## config.mk

```make
export PLATFORM = sky130hd
export DESIGN_NAME = nibble_serial_adder
export DESIGN_NICKNAME = d
export VERILOG_FILES = /design/src/rtl/nibble_serial_adder.sv
export SDC_FILE = /design/constraint.sdc
export NUM_CORES = 1
export LEC_CHECK = 0
export BUFFER_PORTS_ARGS = -buffer_cell sky130_fd_sc_hd__buf_2
export CORE_MARGIN = 5
export CORE_UTILIZATION = 50
export CTS_BUF_LIST = sky130_fd_sc_hd__clkbuf_2 sky130_fd_sc_hd__clkbuf_4 sky130_fd_sc_hd__clkbuf_8
export DETAILED_ROUTE_END_ITERATION = 10
export PLACE_DENSITY = 0.77
export SLEW_MARGIN = 40
export SYNTH_ARGS = -nofsm -noshare
export SYNTH_HDL_FRONTEND = slang
export SYNTH_SLANG_ARGS = --single-unit
```

## constraint.sdc

```tcl
create_clock -name clk -period 1.9 [get_ports clk]
set_input_delay 0.095 -clock clk [delete_from_list [all_inputs] [get_ports clk]]
set_output_delay 0.095 -clock clk [all_outputs]
set_load 0.005 [all_outputs]
```

## src/rtl/nibble_serial_adder.sv

```systemverilog
// nibble_serial_adder
//   Adds two W = 4*NIBBLES bit operands one nibble per clock through an
//   external 4-bit ripple-carry adder. The block drives the adder inputs
//   from registers and registers the adder outputs, building the wide sum
//   from the bottom nibble upward.
//
// Ports
//   clk, resetn           clock (rising edge), async active-low reset
//   in_valid/in_ready     operand handshake; op_a, op_b, op_cin captured on accept
//   add_a/add_b/add_cin   to external adder (zero unless running)
//   add_s/add_cout        combinational response from external adder
//   out_valid/out_ready   result handshake; result, cout, overflow held in DONE
module nibble_serial_adder #(
    parameter int NIBBLES = 4
) (
    input  logic                   clk,
    input  logic                   resetn,
    input  logic                   in_valid,
    output logic                   in_ready,
    input  logic [4*NIBBLES-1:0]   op_a,
    input  logic [4*NIBBLES-1:0]   op_b,
    input  logic                   op_cin,
    output logic [3:0]             add_a,
    output logic [3:0]             add_b,
    output logic                   add_cin,
    input  logic [3:0]             add_s,
    input  logic                   add_cout,
    output logic                   out_valid,
    input  logic                   out_ready,
    output logic [4*NIBBLES-1:0]   result,
    output logic                   cout,
    output logic                   overflow
);

    localparam int W = 4 * NIBBLES;

    typedef enum logic [1:0] {
        IDLE = 2'd0,
        RUN  = 2'd1,
        DONE = 2'd2
    } state_t;

    state_t         r_state;
    state_t         w_state_nx;
    logic [W-1:0]   r_a_sh;
    logic [W-1:0]   r_b_sh;
    logic [W-1:0]   r_result;
    logic           r_carry;
    logic           r_cout;
    logic           r_ovf;
    logic [3:0]     r_idx;

    logic           w_accept;
    logic           w_run;
    logic           w_last;
    logic [W-1:0]   w_result_nx;

    assign w_accept = in_valid && (r_state == IDLE);
    assign w_run    = (r_state == RUN);
    assign w_last   = (r_idx == 4'(NIBBLES - 1));

    // New nibble enters at the top; after NIBBLES shifts nibble 0 sits at the bottom.
    assign w_result_nx = (W'(add_s) << (W - 4)) | (r_result >> 4);

    // State register
    always_ff @(posedge clk or negedge resetn) begin
        if (!resetn) begin
            r_state <= IDLE;
        end else begin
            r_state <= w_state_nx;
        end
    end

    // Next state and handshake/adder outputs
    always_comb begin
        w_state_nx = r_state;
        in_ready   = 1'b0;
        out_valid  = 1'b0;
        add_a      = 4'd0;
        add_b      = 4'd0;
        add_cin    = 1'b0;
        case (r_state)
            IDLE: begin
                in_ready = 1'b1;
                if (in_valid) w_state_nx = RUN;
            end
            RUN: begin
                add_a   = r_a_sh[3:0];
                add_b   = r_b_sh[3:0];
                add_cin = r_carry;
                if (w_last) w_state_nx = DONE;
            end
            DONE: begin
                out_valid = 1'b1;
                // in_valid is deliberately not looked at here: accept only from IDLE.
                if (out_ready) w_state_nx = IDLE;
            end
            default: w_state_nx = IDLE;
        endcase
    end

    // Datapath
    always_ff @(posedge clk or negedge resetn) begin
        if (!resetn) begin
            r_a_sh   <= '0;
            r_b_sh   <= '0;
            r_result <= '0;
            r_carry  <= 1'b0;
            r_cout   <= 1'b0;
            r_ovf    <= 1'b0;
            r_idx    <= 4'd0;
        end else if (w_accept) begin
            r_a_sh   <= op_a;
            r_b_sh   <= op_b;
            r_result <= '0;
            r_carry  <= op_cin;
            r_idx    <= 4'd0;
        end else if (w_run) begin
            r_result <= w_result_nx;
            r_carry  <= add_cout;
            r_a_sh   <= r_a_sh >> 4;
            r_b_sh   <= r_b_sh >> 4;
            r_idx    <= r_idx + 4'd1;
            if (w_last) begin
                r_cout <= add_cout;
                // Top nibble carries the operand sign bits in bit 3.
                r_ovf  <= (r_a_sh[3] == r_b_sh[3]) && (add_s[3] != r_a_sh[3]);
            end
        end
    end

    assign result   = r_result;
    assign cout     = r_cout;
    assign overflow = r_ovf;

endmodule

```

Yosys cells after proc, flatten, opt, wreduce, memory -nomap -nowiden --
Cells that the tools add are included.
Word-level totals: output and inout bits 29, bits in registers 57, bits of input ports 42, word-level logic and storage cells 44
Operators by class: add/subtract/negate cells 1, eq/ne operators 8, mux-type cells 19, reductions and logical operators 6, bitwise gates (word level) 2
Operators by type and width (number):
- $mux W16 | 6
- $mux W4 | 4
- $or A16 B12 Y16 | 1
- $mux W2 | 3
- $pmux W2 S3 | 1
- $reduce_and A3 Y1 | 2
- $mux W1 | 5
- $add A4 B1 Y4 const B | 1
- $eq A4 B2 Y1 const B | 1
- $ne A2 B2 Y1 const B | 2
- $eq A2 B1 Y1 const B | 1
- $eq A2 B2 Y1 const B | 1
- $logic_and A1 B1 Y1 | 2
- $logic_not A2 Y1 | 1
- $ne A2 B1 Y1 const B | 1
- $reduce_bool A2 Y1 | 1
- $eq A1 B1 Y1 | 1
- $ne A1 B1 Y1 | 1
- $not A1 Y1 | 1

Longest topological paths before layout --
Gate-level depths: netlist of run 1.
depth after elaboration 4, depth in mapped cells 6, mapped depth without buffers 4

Worst setup path after synthesis of run 1 --
No wires, ideal clock.
kind register to register, start register r_state[0], end register r_result[10] (netlist: result[10]), library setup time 117 ps, buffers on the path 3, period minus slack after synthesis 1337 ps, required time 1783 ps, setup slack 563 ps, arrival 1220 ps, stages on the path, launching flop included 7, path through dfrtp_1 -> buf_6 -> or3b_1 -> buf_6 -> buf_8 -> nand3_2 -> nand2_1
Between the ends: word-level cells in the longest chain between the ends 3, elaborated cells between the ends (all ways) 5
RTL lines:
- start, declared | line 43 | state_t r_state;
- start signal, assigned | line 70 | r_state <= w_state_nx;
- $logic_not A2 Y1 | line 58 | assign w_accept = in_valid && (r_state == IDLE);
- $logic_and A1 B1 Y1 | line 58
- $mux W16 or $reduce_bool A2 Y1 (tied branches)
- end signal, assigned | line 119 | r_result <= w_result_nx;
- end, declared | line 47 | logic [W-1:0] r_result;
Several ways; a longest one is shown, not always the timed one. A chain may end at the register's enable or synchronous reset.

Worst setup path after layout of run 1 --
start register r_state[0], end output port add_a[1]
Between the ends: word-level cells in the longest chain between the ends 2
RTL lines:
- $eq A2 B1 Y1 | line 82 | case (r_state)
- $mux W4 | line 82
- end, declared | line 23 | output logic [3:0] add_a,
Every way passes these cells.

==> results of run 1 <==
-- worst max-delay path: stages (launching register included) --
cell	delay [ns]
dfrtp_1	0.54
nor2b_4	0.29
buf_12	0.19
and2_1	0.14
buf_2	0.11
-- worst max path at each step --
stage | slack, ns | cells after the start | start | endpoint
6_report | 0.18 | 4 | r_state[0] | add_a[1]
5_1_grt | 0.07 | 4 | r_state[0] | add_a[0]
4_1_cts | 0.02 | 4 | r_state[0] | add_a[0]
3_5_place_dp | 0.34 | 3 | r_state[0] | overflow
3_3_place_gp | 0.31 | 3 | r_state[0] | r_carry
2_1_floorplan | 0.56 | 6 | r_state[0] | result[10]
-- cells in the final DEF, fill, tap and decap left out, types with 7 or more instances in the layout --
| master | Yosys | layout |
|---|---|---|
| nand3_1 | 7 | 7 |
| dfrtp_1 | 57 | 57 |
| clkbuf_8 | 0 | 10 |
| nand3_2 | 19 | 19 |
| a22oi_1 | 25 | 25 |
| buf_2 | 11 | 70 |
| nand2_1 | 105 | 105 |
| buf_4 | 2 | 11 |
| dlygate4sd3_1 | 0 | 38 |
| and2_1 | 9 | 9 |
-- cell type report --
type | count | area share (%)
Multi-Input combinational cell | 185 | 29.2
Clock buffer | 11 | 4.07
Timing Repair Buffer | 120 | 23.4
Clock inverter | 5 | 0.877
Tap cell | 70 | 2.46
Sequential cell | 57 | 40.0
-- power by group through the flow --
stage	logic [uW]	clock network, uW	registers, uW
3_5_place_dp	2050	0	2100
6_report	2160	1010	2090
5_1_grt	2430	1090	2150
2_1_floorplan	1460	0	2010
4_1_cts	2110	1030	2090
3_3_place_gp	1980	0	2080
-- layer usage --
| layer | up-vias | wire (microns) | share of wire [%] | global-route usage [%] |
|---|---|---|---|---|
| li1 | 1087 | - | - | - |
| met2 | 70 | 3320 | 52 | 34.0 |
| met3 | 9 | 345 | 5.4 | 4.82 |
| met1 | 1065 | 2680 | 42 | 25.8 |
| met5 | - | 0 | 0 | 0 |
| met4 | 0 | 80 | 1.2 | 9.63 |
-- flip-flops by register name (all words and copies together), names as in the netlist --
| register | cells |
|---|---|
| cout | 1 |
| overflow | 1 |
| r_a_sh | 16 |
| r_b_sh | 16 |
| r_carry | 1 |
| r_idx | 4 |
| r_state | 2 |
| result | 16 |
-- per-stage QoR --
stage | std cells | setup WS, ns | area (sq um) | power (uW)
2_1_floorplan | 260 | 0.563 | 2580 | 3470
3_3_place_gp | 391 | 0.312 | 2980 | 4060
3_5_place_dp | 391 | 0.345 | 2990 | 4140
4_1_cts | 444 | 0.0182 | 3530 | 5230
5_1_grt | 448 | 0.0704 | 3570 | 5670
6_report | 448 | 0.184 | 3570 | 5270
-- cells by family after synthesis --
group,after synthesis,synth area share [%]
adders and majority gates,1,0.485
and+or+nand+nor,151,29.3
AOI/OAI and AO/OA,30,8.54
DFF,57,55.3
muxes,3,1.26
buffers and inverters,18,5.09
-- timing repair --
item	in CTS	in global routing
setup buffers	0	3
hold endpoints to repair	50	1
endpoints found under the setup margin	0	7
hold buffers	37	1
==> flow_summary.yaml, run 1 <==
outcome:
  outcome: "finished, final reports clean"
yosys:
  synth_edf_count: 0
  async_reset_ff_share_pct: 100
  ys_warn_count: 0
  synth_cells: 260
  syn-cell-area_sq_mm: 0.00258
  synth.distinct_cells: 28
  synthTopCellsByCount: "nand2_1, dfrtp_1, a22oi_1, nand3_2, buf_2"
  synth_nets: 303
  yosysTopAreaCell: "dfrtp_1"
  yosysMostFrequentCell: "nand2_1"
  ys_ff_latch: 57
  synth_area_leaders: "dfrtp_1, nand2_1, nand3_2, a22oi_1, and2_1"
  synth_top_cell_area_share_pct: 55.3
  synthFlopType: "dfrtp_1"
  seq_area_frac_synth_pct: 55.3
  syn_area_per_cell_sq_um: 9.92
worst_hold_path:
  min_from: "add_cout"
  hold_depth: 3
  whs_endpoint: "r_carry"
  hold_path_class: "in2reg"
critical_path:
  end_kind: "primary output"
  crit_required_ns: 1.80
  r2r-start: "r_idx[0]"
  worst-setup-path-type: "reg2out"
  crit_path_start_kind: "flop"
  critPathMaxFanout: 30
  worstReg2RegEnd: "overflow"
  r2r_setup_slack_ns: 0.44
  worstRegToRegCells: 4
  worstPathArrival_ns: 1.62
finish:
  fillCellCount: 367
  seqCellArea_sq_mm: 0.00143
  syn_to_final_growth_pct: 38.3
  layout-drive-gt1-share_pct: 32.5
  final_net_count: 416
  multiInputGateArea_sq_mm: 0.00104
  fin_util_pct: 70.7
  n_antenna_cell: 0
power:
  pwr-share-comb_pct: 41.1
  switchingPower_uw: 2090
  ir_drop_v: 0.000875
  p_int_uw: 3180
  clkPwrFrac_pct: 19.2
  swShare_pct: 39.6
  leakage_uw: 0.00189
  power_density_mw_per_mm2: 1480
  seq_power_share_pct: 39.7
clock_tree:
  cts-root-buf: "clkbuf_8"
  clock_latency_ns: 0.34
  post_cts_resized: 0
  cts_buffers: 9
  htreeDepth: 3
  cts.sinks: 57
  cts.clk_slew.worst_paths_ns: 0.07
  cts_buffer_depth: 2
  cts_tree: "built"
job:
  cap_viol_max_count: 0
global_route:
  antenna_found_initial: 0
  grt_max_degree: 34
  grt_pass1_vias: 2208
  grt_pass1_wl_microns: 10300
  grt-ovfl-total: 0
  grtUsageTotal_pct: 20.7
floorplan:
  die-area_sq_mm: 0.00669
  dieWidth_microns: 81.8
  num_io_pins: 71
  start_util_pct: 51.1
  num_rows: 26
  core_area_sq_mm: 0.00504
  die_h_microns: 81.8
timing:
  finalSetupViolations: 0
  timing.hold.ws_ns: 0.0172
  hold_violations: 0
  period_share_pct: 90.3
  drv_slew: 0
  worst_slew_pin_slew_ns: 0.646
  slew_headroom_pct: 56.8
  finClkSkew_ns: 0.00809
  timing.fmax_mhz: 583
  finalSetupTns_ns: 0
  rsz0062_at_grt: "no"
  fin_crit_ns: 1.72
placement:
  dp_hpwl_microns: 3910
  place.gp.congestion: 0.788
  portBuffers: 70
routing:
  wl_per_cell_microns: 14.3
  postRouteAntennaNets: 0
  vias: 2231
  route.detailed.drc: 0
  drt_wl_total_microns: 6420
  drtIter0Drc: 152
  first_pass_iters: 5
  viasPerCell: 4.98
Power figures use the tool's default switching activity.
==> inputs of run 2 (changes only) <==
Settings changed: RECOVER_POWER set to 100.
==> run 2 against run 1 <==
Count of clock-buffer cells in the layout unchanged. Sequential share of layout area increased by 1.1 points. Critical path depth unchanged. Highest routed layer unchanged. Register-to-register slack worse by 0.14 ns. Cell area shrank 2.6%. Final cell count did not move. Non-clock buffer count stayed put.
==> flow_summary.yaml, run 2 (synthesized netlist as in run 1, its figures left out) <==
floorplan:
  start_util_pct: 51.1
  core_area_sq_mm: 0.00504
  dieWidth_microns: 81.8
  num_rows: 26
  die-area_sq_mm: 0.00669
  die_h_microns: 81.8
  num_io_pins: 71
critical_path:
  cp_cell_sequence: "nor2b_4, buf_12, and2_1, clkbuf_1"
  worstRegToRegCells: 4
  crit_required_ns: 1.80
  r2r-start: "r_state[1]"
  critPathMaxFanout: 30
  cp_slowest_stage_delay_ns: 0.54
  cp_top_family: "flip-flops"
  worstPathArrival_ns: 1.64
  worstReg2RegEnd: "r_idx[2]"
  cp_slowest_cell: "dfrtp_1"
  crit_path_start_kind: "flop"
  worst-setup-path-type: "reg2out"
  r2r_setup_slack_ns: 0.30
  end_kind: "primary output"
  worst-path-buf-inv: 2
placement:
  dp_hpwl_microns: 3910
  portBuffers: 70
  place.gp.congestion: 0.788
clock_tree:
  clock_latency_ns: 0.34
  cts.clk_slew.worst_paths_ns: 0.07
  cts_buffer_depth: 2
  cts_buffers: 9
  post_cts_resized: 0
  htreeDepth: 3
  cts_tree: "built"
  cts-root-buf: "clkbuf_8"
  cts.sinks: 57
finish:
  layout-drive-gt1-share_pct: 24.6
  n_antenna_cell: 0
  final_net_count: 416
  fillCellCount: 387
  final_common_cell: "nand2_1"
  syn_to_final_growth_pct: 34.7
  final_cell_mix: "nand2_1, dfrtp_1, buf_2"
routing:
  route.detailed.drc: 0
  wl_per_cell_microns: 14.4
  drt_wl_total_microns: 6450
  drt-met1-wl_microns: 2680
  first_pass_iters: 4
  dr_wl_met2_microns: 3290
  vias: 2223
  drtIter0Drc: 167
  wl_met3_microns: 333
  top_layer: "met4"
  viasPerCell: 4.96
  postRouteAntennaNets: 0
timing:
  worst_slew_pin_slew_ns: 0.831
  fin_crit_ns: 1.73
  finalSetupTns_ns: 0
  timing.hold.ws_ns: 0.0171
  period_share_pct: 91.3
  rsz0062_at_grt: "no"
  hold_violations: 0
  slew_headroom_pct: 44.6
  finClkSkew_ns: 0.00734
  finalSetupViolations: 0
  timing.fmax_mhz: 577
  drv_slew: 0
job:
  cap_viol_max_count: 0
global_route:
  grtUsageTotal_pct: 20.7
  grt_max_degree: 34
  grt_pass1_vias: 2208
  grt-ovfl-total: 0
  antenna_found_initial: 0
  grt_pass1_wl_microns: 10300
power:
  power_density_mw_per_mm2: 1480
  total_power_uw: 5140
  leakage_uw: 0.00181
  ir_drop_v: 0.000860
outcome:
  outcome: "finished, final reports clean"
worst_hold_path:
  min_from: "add_cout"
  hold_depth: 3
  whs_endpoint: "r_carry"
  hold_path_class: "in2reg"
[run 2: how the worst max path moves through the flow]
stage	slack (ns)	end	from	depth (start not counted)
after floorplan	0.56	result[10]	r_state[0]	6
after global placement	0.31	r_carry	r_state[0]	3
after detailed placement	0.34	overflow	r_state[0]	3
after CTS	0.02	add_a[0]	r_state[0]	4
after global routing	0.06	add_a[0]	r_state[0]	4
final	0.17	add_a[1]	r_state[0]	4
[run 2: what timing repair did]
| action | 4_1_cts | 5_1_grt |
|---|---|---|
| endpoints found under the hold margin | 50 | 1 |
| hold buffers | 37 | 1 |
| endpoints found under the setup margin | 0 | 7 |
| setup buffers | 0 | 3 |
[run 2: cell type report]
type | count | area, sq um | area share [%]
flip-flops and latches | 57 | 1430 | 41.1
multi-input cells | 185 | 982 | 28.3
well taps | 70 | 87.6 | 2.52
clock inverters | 5 | 31.3 | 0.901
clock buffers | 11 | 145 | 4.18
repair buffers | 120 | 801 | 23.1
[run 2: layer usage]
metal  global-route usage, %  vias up
met5                       0        -
met4                    9.63        0
met3                    4.82       11
met2                    34.0       67
met1                    25.8     1060
li1                        -     1085
[run 2: metrics by stage]
stage	utilization [%]	std cells	worst slack [ns]	area, sq um
after global routing	68.9	448	0.0555	3470
final	68.9	448	0.166	3470
after global placement	59.1	391	0.312	2980
after detailed placement	59.2	391	0.345	2990
after floorplan	-	260	0.563	2580
after CTS	70.1	444	0.0182	3530
[run 2: worst min-delay path: stages]
cell and delay, ns:
buf_2 0.10, a22oi_1 0.08, nand2_1 0.05
[run 2: power breakdown]
part / switching, uW / internal, uW
Sequential: 366 / 1710
Combinational: 1170 / 884
Clock: 496 / 518
